**src/rtl/l2_arb_pkg.sv**
```systemverilog
// Shared widths, owner codes and FSM state encoding for the L2 port arbiter.
package l2_arb_pkg;

  localparam int unsigned ADDR_W = 28;
  localparam int unsigned LINE_W = 128;

  localparam logic [1:0] OWNER_NONE = 2'b00;
  localparam logic [1:0] OWNER_I    = 2'b01;
  localparam logic [1:0] OWNER_D    = 2'b10;

  typedef enum logic [1:0] {
    StIdle,
    StServeI,
    StServeD,
    StDone
  } state_e;

endpackage

```
**src/rtl/l2_port_arbiter_if.sv**
```systemverilog
// L1/L2 bus bundle around the arbiter. The slave modport is the arbiter's view;
// master is the view of the L1 caches and L2 that surround it.
interface l2_port_arbiter_if;
  import l2_arb_pkg::*;

  logic              ic_read;
  logic [ADDR_W-1:0] ic_addr;
  logic [LINE_W-1:0] ic_rdata;
  logic              ic_ready;
  logic              dc_read;
  logic              dc_write;
  logic [ADDR_W-1:0] dc_addr;
  logic [LINE_W-1:0] dc_wdata;
  logic [LINE_W-1:0] dc_rdata;
  logic              dc_ready;
  logic              l2_read;
  logic              l2_write;
  logic [ADDR_W-1:0] l2_addr;
  logic [LINE_W-1:0] l2_wdata;
  logic [LINE_W-1:0] l2_rdata;
  logic              l2_ready;
  logic [1:0]        owner;

  modport slave (
    input  ic_read, ic_addr, dc_read, dc_write, dc_addr, dc_wdata, l2_rdata, l2_ready,
    output ic_rdata, ic_ready, dc_rdata, dc_ready, l2_read, l2_write, l2_addr, l2_wdata,
           owner
  );

  modport master (
    output ic_read, ic_addr, dc_read, dc_write, dc_addr, dc_wdata, l2_rdata, l2_ready,
    input  ic_rdata, ic_ready, dc_rdata, dc_ready, l2_read, l2_write, l2_addr, l2_wdata,
           owner
  );

endinterface

```
**src/rtl/l2_arb_grant_select.sv**
```systemverilog
// Combinational winner selection between I-cache and D-cache requests.
// ARB_ROUND_ROBIN_EN: on conflict grant the requester that did not own the port last.
module l2_arb_grant_select
  import l2_arb_pkg::*;
(
  input  logic       ic_req,
  input  logic       dc_req,
  input  logic [1:0] last_owner,
  output logic       grant_i,
  output logic       grant_d
);

`ifndef ARB_ROUND_ROBIN_EN
  // Fixed priority ignores history; keep the input visibly consumed.
  logic unused_last_owner;
  assign unused_last_owner = ^last_owner;
`endif

  always_comb begin
    grant_i = 1'b0;
    grant_d = 1'b0;
    if (ic_req && dc_req) begin
`ifdef ARB_ROUND_ROBIN_EN
      if (last_owner == OWNER_D) begin
        grant_i = 1'b1;
      end else begin
        grant_d = 1'b1;
      end
`else
      grant_d = 1'b1;
`endif
    end else begin
      grant_i = ic_req;
      grant_d = dc_req;
    end
  end

endmodule

```
**src/rtl/l2_port_arbiter.sv**
```systemverilog
// Shares the single L2 port between L1 I-cache and D-cache, one transaction at a time.
// Conflict policy set by ARB_ROUND_ROBIN_EN (see l2_arb_grant_select).
module l2_port_arbiter
  import l2_arb_pkg::*;
(
  input logic               clk,
  input logic               rst,
  l2_port_arbiter_if.slave  bus
);

  state_e            state_q;
  logic [1:0]        owner_q;
  logic [1:0]        last_owner_q;
  logic              l2_read_q;
  logic              l2_write_q;
  logic [ADDR_W-1:0] l2_addr_q;
  logic [LINE_W-1:0] l2_wdata_q;
  logic [LINE_W-1:0] ic_rdata_q;
  logic [LINE_W-1:0] dc_rdata_q;
  logic              ic_ready_q;
  logic              dc_ready_q;

  logic dc_req;
  logic grant_i;
  logic grant_d;

  assign dc_req = bus.dc_read | bus.dc_write;

  l2_arb_grant_select u_grant_select (
    .ic_req     (bus.ic_read),
    .dc_req     (dc_req),
    .last_owner (last_owner_q),
    .grant_i    (grant_i),
    .grant_d    (grant_d)
  );

  always_ff @(posedge clk or negedge rst) begin
    if (!rst) begin
      state_q      <= StIdle;
      owner_q      <= OWNER_NONE;
      last_owner_q <= OWNER_I;
      l2_read_q    <= 1'b0;
      l2_write_q   <= 1'b0;
      l2_addr_q    <= '0;
      l2_wdata_q   <= '0;
      ic_rdata_q   <= '0;
      dc_rdata_q   <= '0;
      ic_ready_q   <= 1'b0;
      dc_ready_q   <= 1'b0;
    end else begin
      ic_ready_q <= 1'b0;
      dc_ready_q <= 1'b0;
      case (state_q)
        StIdle: begin
          if (grant_d) begin
            state_q    <= StServeD;
            owner_q    <= OWNER_D;
            l2_addr_q  <= bus.dc_addr;
            l2_wdata_q <= bus.dc_wdata;
            // Simultaneous read and write resolves to the write.
            l2_write_q <= bus.dc_write;
            l2_read_q  <= bus.dc_read & ~bus.dc_write;
          end else if (grant_i) begin
            state_q    <= StServeI;
            owner_q    <= OWNER_I;
            l2_addr_q  <= bus.ic_addr;
            l2_wdata_q <= '0;
            l2_write_q <= 1'b0;
            l2_read_q  <= 1'b1;
          end
        end
        StServeI, StServeD: begin
          if (bus.l2_ready) begin
            if (l2_read_q) begin
              if (state_q == StServeI) begin
                ic_rdata_q <= bus.l2_rdata;
              end else begin
                dc_rdata_q <= bus.l2_rdata;
              end
            end
            ic_ready_q <= (state_q == StServeI);
            dc_ready_q <= (state_q == StServeD);
            l2_read_q  <= 1'b0;
            l2_write_q <= 1'b0;
            state_q    <= StDone;
          end
        end
        StDone: begin
          last_owner_q <= owner_q;
          owner_q      <= OWNER_NONE;
          state_q      <= StIdle;
        end
        default: state_q <= StIdle;
      endcase
    end
  end

  assign bus.owner    = owner_q;
  assign bus.l2_read  = l2_read_q;
  assign bus.l2_write = l2_write_q;
  assign bus.l2_addr  = l2_addr_q;
  assign bus.l2_wdata = l2_wdata_q;
  assign bus.ic_rdata = ic_rdata_q;
  assign bus.dc_rdata = dc_rdata_q;
  assign bus.ic_ready = ic_ready_q;
  assign bus.dc_ready = dc_ready_q;

endmodule
```
**src/flat_wrapper.sv**
```systemverilog
// flat-port wrapper written by rule: the top's interface ports become plain ports
module l2_port_arbiter_flat import l2_arb_pkg::*;
  (clk, rst, bus_ic_read, bus_ic_addr, bus_dc_read, bus_dc_write, bus_dc_addr, bus_dc_wdata, bus_l2_rdata, bus_l2_ready, bus_ic_rdata, bus_ic_ready, bus_dc_rdata, bus_dc_ready, bus_l2_read, bus_l2_write, bus_l2_addr, bus_l2_wdata, bus_owner);
  l2_port_arbiter_if bus_i ();
  input logic clk;
  input logic rst;
  input wire logic [$bits(bus_i.ic_read)-1:0] bus_ic_read;
  input wire logic [$bits(bus_i.ic_addr)-1:0] bus_ic_addr;
  input wire logic [$bits(bus_i.dc_read)-1:0] bus_dc_read;
  input wire logic [$bits(bus_i.dc_write)-1:0] bus_dc_write;
  input wire logic [$bits(bus_i.dc_addr)-1:0] bus_dc_addr;
  input wire logic [$bits(bus_i.dc_wdata)-1:0] bus_dc_wdata;
  input wire logic [$bits(bus_i.l2_rdata)-1:0] bus_l2_rdata;
  input wire logic [$bits(bus_i.l2_ready)-1:0] bus_l2_ready;
  output wire logic [$bits(bus_i.ic_rdata)-1:0] bus_ic_rdata;
  output wire logic [$bits(bus_i.ic_ready)-1:0] bus_ic_ready;
  output wire logic [$bits(bus_i.dc_rdata)-1:0] bus_dc_rdata;
  output wire logic [$bits(bus_i.dc_ready)-1:0] bus_dc_ready;
  output wire logic [$bits(bus_i.l2_read)-1:0] bus_l2_read;
  output wire logic [$bits(bus_i.l2_write)-1:0] bus_l2_write;
  output wire logic [$bits(bus_i.l2_addr)-1:0] bus_l2_addr;
  output wire logic [$bits(bus_i.l2_wdata)-1:0] bus_l2_wdata;
  output wire logic [$bits(bus_i.owner)-1:0] bus_owner;
  assign bus_i.ic_read = bus_ic_read;
  assign bus_i.ic_addr = bus_ic_addr;
  assign bus_i.dc_read = bus_dc_read;
  assign bus_i.dc_write = bus_dc_write;
  assign bus_i.dc_addr = bus_dc_addr;
  assign bus_i.dc_wdata = bus_dc_wdata;
  assign bus_i.l2_rdata = bus_l2_rdata;
  assign bus_i.l2_ready = bus_l2_ready;
  assign bus_ic_rdata = bus_i.ic_rdata;
  assign bus_ic_ready = bus_i.ic_ready;
  assign bus_dc_rdata = bus_i.dc_rdata;
  assign bus_dc_ready = bus_i.dc_ready;
  assign bus_l2_read = bus_i.l2_read;
  assign bus_l2_write = bus_i.l2_write;
  assign bus_l2_addr = bus_i.l2_addr;
  assign bus_l2_wdata = bus_i.l2_wdata;
  assign bus_owner = bus_i.owner;
  l2_port_arbiter u_core (.clk(clk), .rst(rst), .bus(bus_i));
endmodule
```
**config.mk**
```make
export PLATFORM = sky130hd
export DESIGN_NAME = l2_port_arbiter_flat
export DESIGN_NICKNAME = d
export VERILOG_FILES = /design/src/rtl/l2_arb_pkg.sv /design/src/rtl/l2_port_arbiter_if.sv /design/src/rtl/l2_arb_grant_select.sv /design/src/rtl/l2_port_arbiter.sv /design/src/flat_wrapper.sv
export SDC_FILE = /design/constraint.sdc
export NUM_CORES = 1
export LEC_CHECK = 0
export CORE_AREA = 2 2 285 287
export CTS_CLUSTER_SIZE = 20
export DETAILED_ROUTE_END_ITERATION = 16
export DIE_AREA = 0 0 287 289
export DONT_BUFFER_PORTS = 1
export SKIP_LAST_GASP = 1
export SYNTH_ARGS = -nofsm -noshare
export SYNTH_HDL_FRONTEND = slang
export SYNTH_HIERARCHICAL = 1
export SYNTH_SLANG_ARGS = --single-unit
```
**constraint.sdc**
```tcl
create_clock -name clk -period 2.9 [get_ports clk]
set_input_delay 0.435 -clock clk [delete_from_list [all_inputs] [get_ports clk]]
set_output_delay 0.435 -clock clk [all_outputs]
set_load 0.01 [all_outputs]
```
# Yosys cells after proc, flatten, opt, wreduce, memory -nomap -nowiden
# Cells that the tools add are included.
dict set report word_totals {
  register_bits 420
  in_bits 318
  output_inout_bits 418
  wordCells 53
}
dict set report op_classes {
  eq_ne 5
  n_mux 22
  n_bitwise 4
  reduce_logical 12
}
# op count
set ops {}
lappend ops {{two-way mux 128 bit} 2}
lappend ops {{two-way mux 28 bit} 2}
lappend ops {{two-way mux 1 bit} 11}
lappend ops {{AND reduction 4 bit} 2}
lappend ops {{two-way mux 2 bit} 3}
lappend ops {{case mux 2 bit (3 select lines)} 1}
lappend ops {{AND reduction 2 bit} 3}
lappend ops {{nonzero test 2 bit} 3}
lappend ops {{equality test 2 bit (second input constant)} 2}
lappend ops {{case mux 1 bit (2 select lines)} 2}
lappend ops {{case mux 2 bit (2 select lines)} 1}
lappend ops {{!= test 3 x 1 -> 1 bit (second input constant)} 1}
lappend ops {{AND reduction 3 bit} 1}
lappend ops {{equality test 2 x 1 -> 1 bit (second input constant)} 1}
lappend ops {{zero test 2 bit} 1}
lappend ops {{!= test 2 bit (second input constant)} 1}
lappend ops {{inverter 1 bit} 2}
lappend ops {{OR reduction 2 bit} 1}
lappend ops {{bitwise AND 1 bit} 1}
lappend ops {{logical AND 1 bit} 1}
lappend ops {{OR 1 bit} 1}

# Logic depth before layout (Yosys ltp)
# Gate-level depths: netlist (run 1).
dict set report logic_depth {
  depth_word 6
  mapped_depth 8
  ltp_nobuf 5
}

# By module
# Netlist (run 1), hierarchy kept.
# module instances cells_per_inst area_per_inst_um2 seq_area_each_um2
set modules_own_cells {}
lappend modules_own_cells {l2_port_arbiter 1 996 15946.5 10561.4}
lappend modules_own_cells {l2_arb_grant_select 1 2 10.0 0.0}

# Least setup slack after synthesis (run 1)
# OpenSTA, ideal clock, no wires.
dict set report synth_timing {
  kind {register to register}
  startpoint {register u_core.state_q[0]}
  endpoint {register u_core.dc_rdata_q[107] (netlist: u_core/bus.dc_rdata[107])}
  arrival_time_ns 1.669
  required_ns 2.775
  setup_slack_ns 1.106
  stages_incl_launch_ff 8
  n_path_buf 3
  period_less_slack_ns 1.794
  path_cell_list {dfrtp_1 > inv_1 > ha_1 > buf_4 > nand4b_1 > buf_2 > buf_6 > mux2_2}
}
dict set report synth_between {
  elab_chain_len 3
  elab_cells_between_ends 5
}
# element line
set synth_lines {}
lappend synth_lines {{start, declared} l2_port_arbiter.sv:11} ;# state_e state_q;
lappend synth_lines {{start signal, assigned} l2_port_arbiter.sv:39} ;# state_q <= StIdle;
lappend synth_lines {{start signal, assigned} l2_port_arbiter.sv:56} ;# state_q <= StServeD;
lappend synth_lines {{start signal, assigned} l2_port_arbiter.sv:64} ;# state_q <= StServeI;
lappend synth_lines {{equality test 2 bit or equality test 2 x 1 -> 1 bit (tied branches)} {l2_port_arbiter.sv:53, l2_port_arbiter.sv:75}}
lappend synth_lines {{OR reduction 2 bit or inverter 1 bit (tied branches)} n/a}
lappend synth_lines {{AND reduction 4 bit (no source line) *} n/a}
lappend synth_lines {{end signal, assigned} l2_port_arbiter.sv:78} ;# dc_rdata_q <= bus.l2_rdata;
lappend synth_lines {{end, declared} l2_port_arbiter.sv:19} ;# logic [LINE_W-1:0] dc_rdata_q;
# Mark *: on every way between the ends. The rest lies on a longest branch, timed or not.
# A chain may end at the register's enable or synchronous reset.

# Worst setup path after layout (run 1)
dict set report layout_timing {
  startpoint {register u_core.state_q[0]}
  endpoint {register u_core.dc_rdata_q[77] (netlist: u_core/bus.dc_rdata[77])}
}
# Same word-level chain as after synthesis.

==> results of run 1 <==
-- path summary, 6_finish.rpt --
kind	cells after the start	slack (ps)	endpoint	start
setup / recovery	6	680	u_core/bus.dc_rdata[77]	u_core/state_q[0]
hold / removal	0	-420	u_core/bus.dc_rdata[70]	rst
min in group clk	1	40	u_core/bus.ic_rdata[87]	bus_l2_rdata[87]
setup reg to reg	6	680	u_core/bus.dc_rdata[77]	u_core/state_q[0]
hold reg to reg	2	550	u_core/bus.l2_addr[20]	u_core/bus.l2_addr[20]
max in group asynchronous	0	2670	u_core/bus.l2_wdata[53]	rst
-- layout make-up --
cell class                 instances  share of cell area, %
inverter                           6                  0.108
timing repair buffer             275                   13.2
multi-input combinational        500                   23.3
clock buffer                      63                   5.89
clock inverter                    12                  0.719
tap                             1060                   6.35
sequential                       420                   50.3
antenna                            3                 0.0359
-- power breakdown --
part,internal [W],switching [W]
clock,0.00321,0.00224
sequential,0.00872,0.00380
combinational,0.00287,0.00189
-- stage by stage --
| stage | utilization [%] | std cells | total power [W] | area (µm²) | hold slack, ps |
|---|---|---|---|---|---|
| floorplan | - | 994 | 0.0153 | 15900 | 139 |
| global placement | 21.2 | 2007 | 0.0167 | 17000 | 150 |
| detailed placement | 21.2 | 2007 | 0.0170 | 17000 | 147 |
| CTS | 26.1 | 2336 | 0.0229 | 20900 | -466 |
| global route | 26.1 | 2339 | 0.0239 | 20900 | -474 |
| finish | 26.1 | 2339 | 0.0227 | 20900 | -417 |
-- metal layers --
| layer | routed length [µm] | vias to the layer above | share of wire, % |
|---|---|---|---|
| met1 | 15700 | 4827 | 34 |
| met2 | 23600 | 575 | 51 |
| met5 | 80 | - | 0.17 |
| met3 | 5090 | 101 | 11 |
| met4 | 1870 | 12 | 4.0 |
| li1 | - | 4099 | - |
-- worst max-delay path, delay by kind of cell (launching register included) --
| family | cells | cell delay [ps] |
|---|---|---|
| buf+inv | 3 | 640 |
| flops | 1 | 380 |
| fa+ha+maj | 1 | 400 |
| simple gates | 1 | 220 |
| mux | 1 | 380 |
-- sequential cells by signal, summed over array words and instances (netlist names) --
name,cells
u_core/bus.dc_rdata,128
u_core/bus.l2_addr,28
u_core/bus.ic_rdata,128
u_core/bus.ic_ready,1
u_core/bus.dc_ready,1
u_core/bus.l2_read,1
u_core/bus.l2_wdata,128
u_core/bus.l2_write,1
u_core/state_q,2
u_core/bus.owner,2
==> run_results.csv, run 1 <==
group,metric,value,unit
floorplanning,dieArea,82900,µm²
grt,grt_max_degree,421,
clocking,cts_tree,"built",
floorplanning,rows,104,
clocking,holdBufCountCts,254,
worst_setup_path,crit_arrival,2660,ps
synth,avgSynthCellArea,16.0,µm²
synth,yosysWarnings,6,
status,violations,"hold timing",
sta,finalSetupTns,0,ps
sta,fin_crit_sh,76.6,%
worst_setup_path,required,3330,ps
sta,skew,8.00,ps
clocking,clk_latency,540,ps
grt,grt_pass1_wl,65800,µm
place,place_hpwl,32000,µm
worst_setup_path,crit_fanout,54,
clocking,clock-sinks,420,
worst_setup_path,worst_path_largest_cell_delay,400,ps
sta,max_freq,450,MHz
drt,routed_wl,46300,µm
place,routabilityCongestion,0.857,
power,total_leakage_power,9.28,nW
sta,min_period,2220,ps
sta,hold_violations,420,
worst_setup_path,path_class,"reg2reg",
clocking,clockBufferDepth,3,
clocking,cts_resized,0,
floorplanning,initial_utilization,19.9,%
drt,final_antenna_net_count,0,
drt,wl_per_cell,19.8,µm
grt,antenna_found_initial,9,
worst_setup_path,crit_path_top_delay_cell,"ha_1",
drt,drtIter0Drc,361,
drt,drt-pass1-iter-count,5,
grt,busiest_layer,"met2",
floorplanning,core_region_area,79900,µm²
grt,grt.met1_usage,10.3,%
drt,vias,9614,
sta,drv_slew,0,
clocking,cts_setup_buffers,0,
place,port_buffers,0,
grt,grt.overflow.total,0,
sta,relSlewSlack,37.8,%
worst_setup_path,crit_top_cell,"buf_12",
worst_setup_path,crit_chain,"inv_1 -> ha_1 -> nand4b_1 -> buf_12 -> buf_12 -> mux2_2",
clocking,clkSlewWorstSetupHoldPaths,60,ps
final_layout,drive_gt1_share,26.0,%
power,vdd.ir_drop.worst,0.540,mV
final_layout,nets,1569,
final_layout,final_common_cell,"dfrtp_1",
clocking,h-tree-depth,2,
sta,worst_pin_slew,933,ps
sta,whs,-417,ps
synth,netlist_instances,994,
drt,drc,0,
floorplanning,die_w,287,µm
worst_setup_path,worstSetupEndpointType,"register",
grt,grtUsageMet2,18.4,%
final_layout,area_growth,31.5,%
power,cellPowerDensity,1090,nW/µm²
status,status,"finished, violations left",
job,max-cap-violations,0,
drt,drt-vias-per-instance,4.11,
final_layout,multi_input_area,4880,µm²
clocking,cts_made_buffers,43,
grt,grt_use_total,10.3,%
floorplanning,io_pins,736,
sta,worst_slack,677,ps
floorplanning,die_h,289,µm
clocking,clockRootBuffer,"clkbuf_16",
sta,rsz0062_at_grt,"false",
sta,setup_viol,0,
final_layout,final_cell_mix,"420 x dfrtp_1, 254 x dlygate4sd3_1, 226 x mux2_2",
place,dp_slack,669,ps
worst_setup_path,crit_path_start_kind,"register",
synth,synth_nets,1317,
synth,syn-cell-area,15900,µm²
hold_path,hp-class,"in2async",
final_layout,fillers,7997,
grt,grt_use_met3,4.37,%
grt,grt_pass1_vias,10469,
final_layout,regArea,10500,µm²
Power figures use the tool's default switching activity.
==> inputs of run 2 (changes only) <==
clock period = 1.9 ns   (was 2.9 ns; I/O delays follow)
==> run_results.csv, run 2 (synthesis results as in run 1) <==
group,metric,value,unit
worst_setup_path,crit_arrival,2280,ps
power,vdd.ir_drop.worst,0.852,mV
worst_setup_path,required,2340,ps
hold_path,hp-class,"in2async",
place,dp.cells,2025,
drt,drc,0,
clocking,clock-sinks,420,
floorplanning,rows,104,
sta,setup_viol,0,
drt,drtIter0Drc,469,
drt,wl_per_cell,20.0,µm
sta,max_freq,543,MHz
grt,grt_use_total,10.6,%
floorplanning,die_w,287,µm
sta,skew,16.0,ps
power,cellPowerDensity,1630,nW/µm²
clocking,clockBufferDepth,3,
sta,worst_pin_slew,804,ps
job,max-cap-violations,0,
grt,grt_pass1_vias,11039,
drt,final_antenna_net_count,0,
clocking,clk_latency,570,ps
worst_setup_path,crit_path_start_kind,"register",
sta,drv_slew,0,
floorplanning,core_region_area,79900,µm²
sta,whs,-574,ps
grt,antenna_found_initial,10,
drt,vias,10082,
sta,relSlewSlack,46.4,%
final_layout,final_common_cell,"dfrtp_1",
power,total_leakage_power,9.77,nW
final_layout,final_cell_mix,"420 x dfrtp_1, 313 x dlygate4sd3_1, 226 x mux2_2",
clocking,cts_made_buffers,45,
worst_setup_path,worstSetupEndpointType,"register",
drt,drt-vias-per-instance,4.15,
sta,min_period,1840,ps
floorplanning,dieArea,82900,µm²
grt,grt_pass1_wl,68100,µm
worst_setup_path,ff2ff_path_depth,7,
place,place_hpwl,32700,µm
final_layout,instances_no_fill,2430,
floorplanning,io_pins,736,
grt,grt_max_degree,421,
final_layout,area_growth,38.0,%
clocking,clkSlewWorstSetupHoldPaths,60,ps
final_layout,drive_gt1_share,26.8,%
sta,hold_violations,420,
grt,grt.overflow.total,0,
place,port_buffers,0,
drt,drt-pass1-iter-count,5,
place,routabilityCongestion,0.895,
status,violations,"hold timing",
drt,routed_wl,48600,µm
sta,fin_crit_sh,97.0,%
sta,finalSetupTns,0,ps
worst_setup_path,path_class,"reg2reg",
floorplanning,die_h,289,µm
clocking,h-tree-depth,2,
clocking,holdBufCountCts,313,
status,status,"finished, violations left",
clocking,cts_tree,"built",
floorplanning,initial_utilization,19.9,%
worst_setup_path,crit_fanout,14,
final_layout,nets,1656,
sta,rsz0062_at_grt,"true",
clocking,clockRootBuffer,"clkbuf_16",
## run 2: changes by cell type in the layout (fill, tap and decap cells not counted), sizes merged
cell / previous run / this run
clkinv: 4 / 6
dlygate4sd3: 254 / 313
diode: 3 / 7
clkbuf: 63 / 66
bufinv: 3 / 4
buf: 21 / 43
## run 2: power breakdown
group / internal (W) / switching [W]
sequential: 0.0133 / 0.00582
clock: 0.00523 / 0.00352
combinational: 0.00480 / 0.00309
total: 0.0233 / 0.0124
## run 2: routing by layer
metal  track usage [%]  wire, µm  share of wire [%]
met1              10.5     16400                 34
met3              4.50      5180                 11
met5             0.568       111               0.23
met2              19.2     25100                 52
met4              4.86      1860                3.8
## run 2: worst max-delay path, cell delays in order (launching register included)
cell,delay [ps]
dfrtp_1,370
buf_4,140
ha_1,190
nand4b_1,190
buf_6,170
clkbuf_16,190
clkbuf_16,190
mux2_2,270
## run 2: final timing paths
check | from | to | slack (ps)
max in group asynchronous | rst | u_core/bus.l2_wdata[46] | 1810
min in group clk | bus_ic_addr[3] | u_core/bus.l2_addr[3] | 60
setup reg to reg | u_core/state_q[0] | u_core/bus.dc_rdata[103] | 60
hold / removal | rst | u_core/bus.dc_rdata[0] | -570
hold reg to reg | u_core/bus.l2_addr[24] | u_core/bus.l2_addr[24] | 550
setup / recovery | u_core/state_q[0] | u_core/bus.dc_rdata[103] | 60
## run 2: timing repair
item,in CTS,in global routing
gates resized for setup,1,6
setup buffers,0,4
pin swaps,0,1
endpoints found under the setup margin,1,213
endpoints found under the hold margin,836,420
gates cloned,0,4
## run 2: final cells by class
class	count	area, µm²
fill	7935	58000
timing repair buffer	360	3700
clock inverter	15	194
multi-input combinational	500	4880
tap	1060	1330
inverter	6	22.5
antenna	7	17.5
sequential	420	10500
clock buffer	62	1280
## run 2: per-stage QoR
stage               power, W  util, %  setup WS [ps]  area [µm²]  hold slack, ps
CTS                   0.0357     27.2           20.7       21800            -618
global placement      0.0257     21.5           71.1       17100           -1.05
detailed placement    0.0262     21.5           7.32       17100           -1.70
global route          0.0375     27.4          -23.4       21900            -618
floorplan             0.0234        -            106       15900           -10.6
finish                0.0358     27.4           57.6       21900            -574
==> inputs of run 3 (changes only) <==
GPL_ROUTABILITY_DRIVEN = 0   (was default)
==> results of run 3 <==
Same layout as run 2: the final DEF is identical, and so are final timing and power.
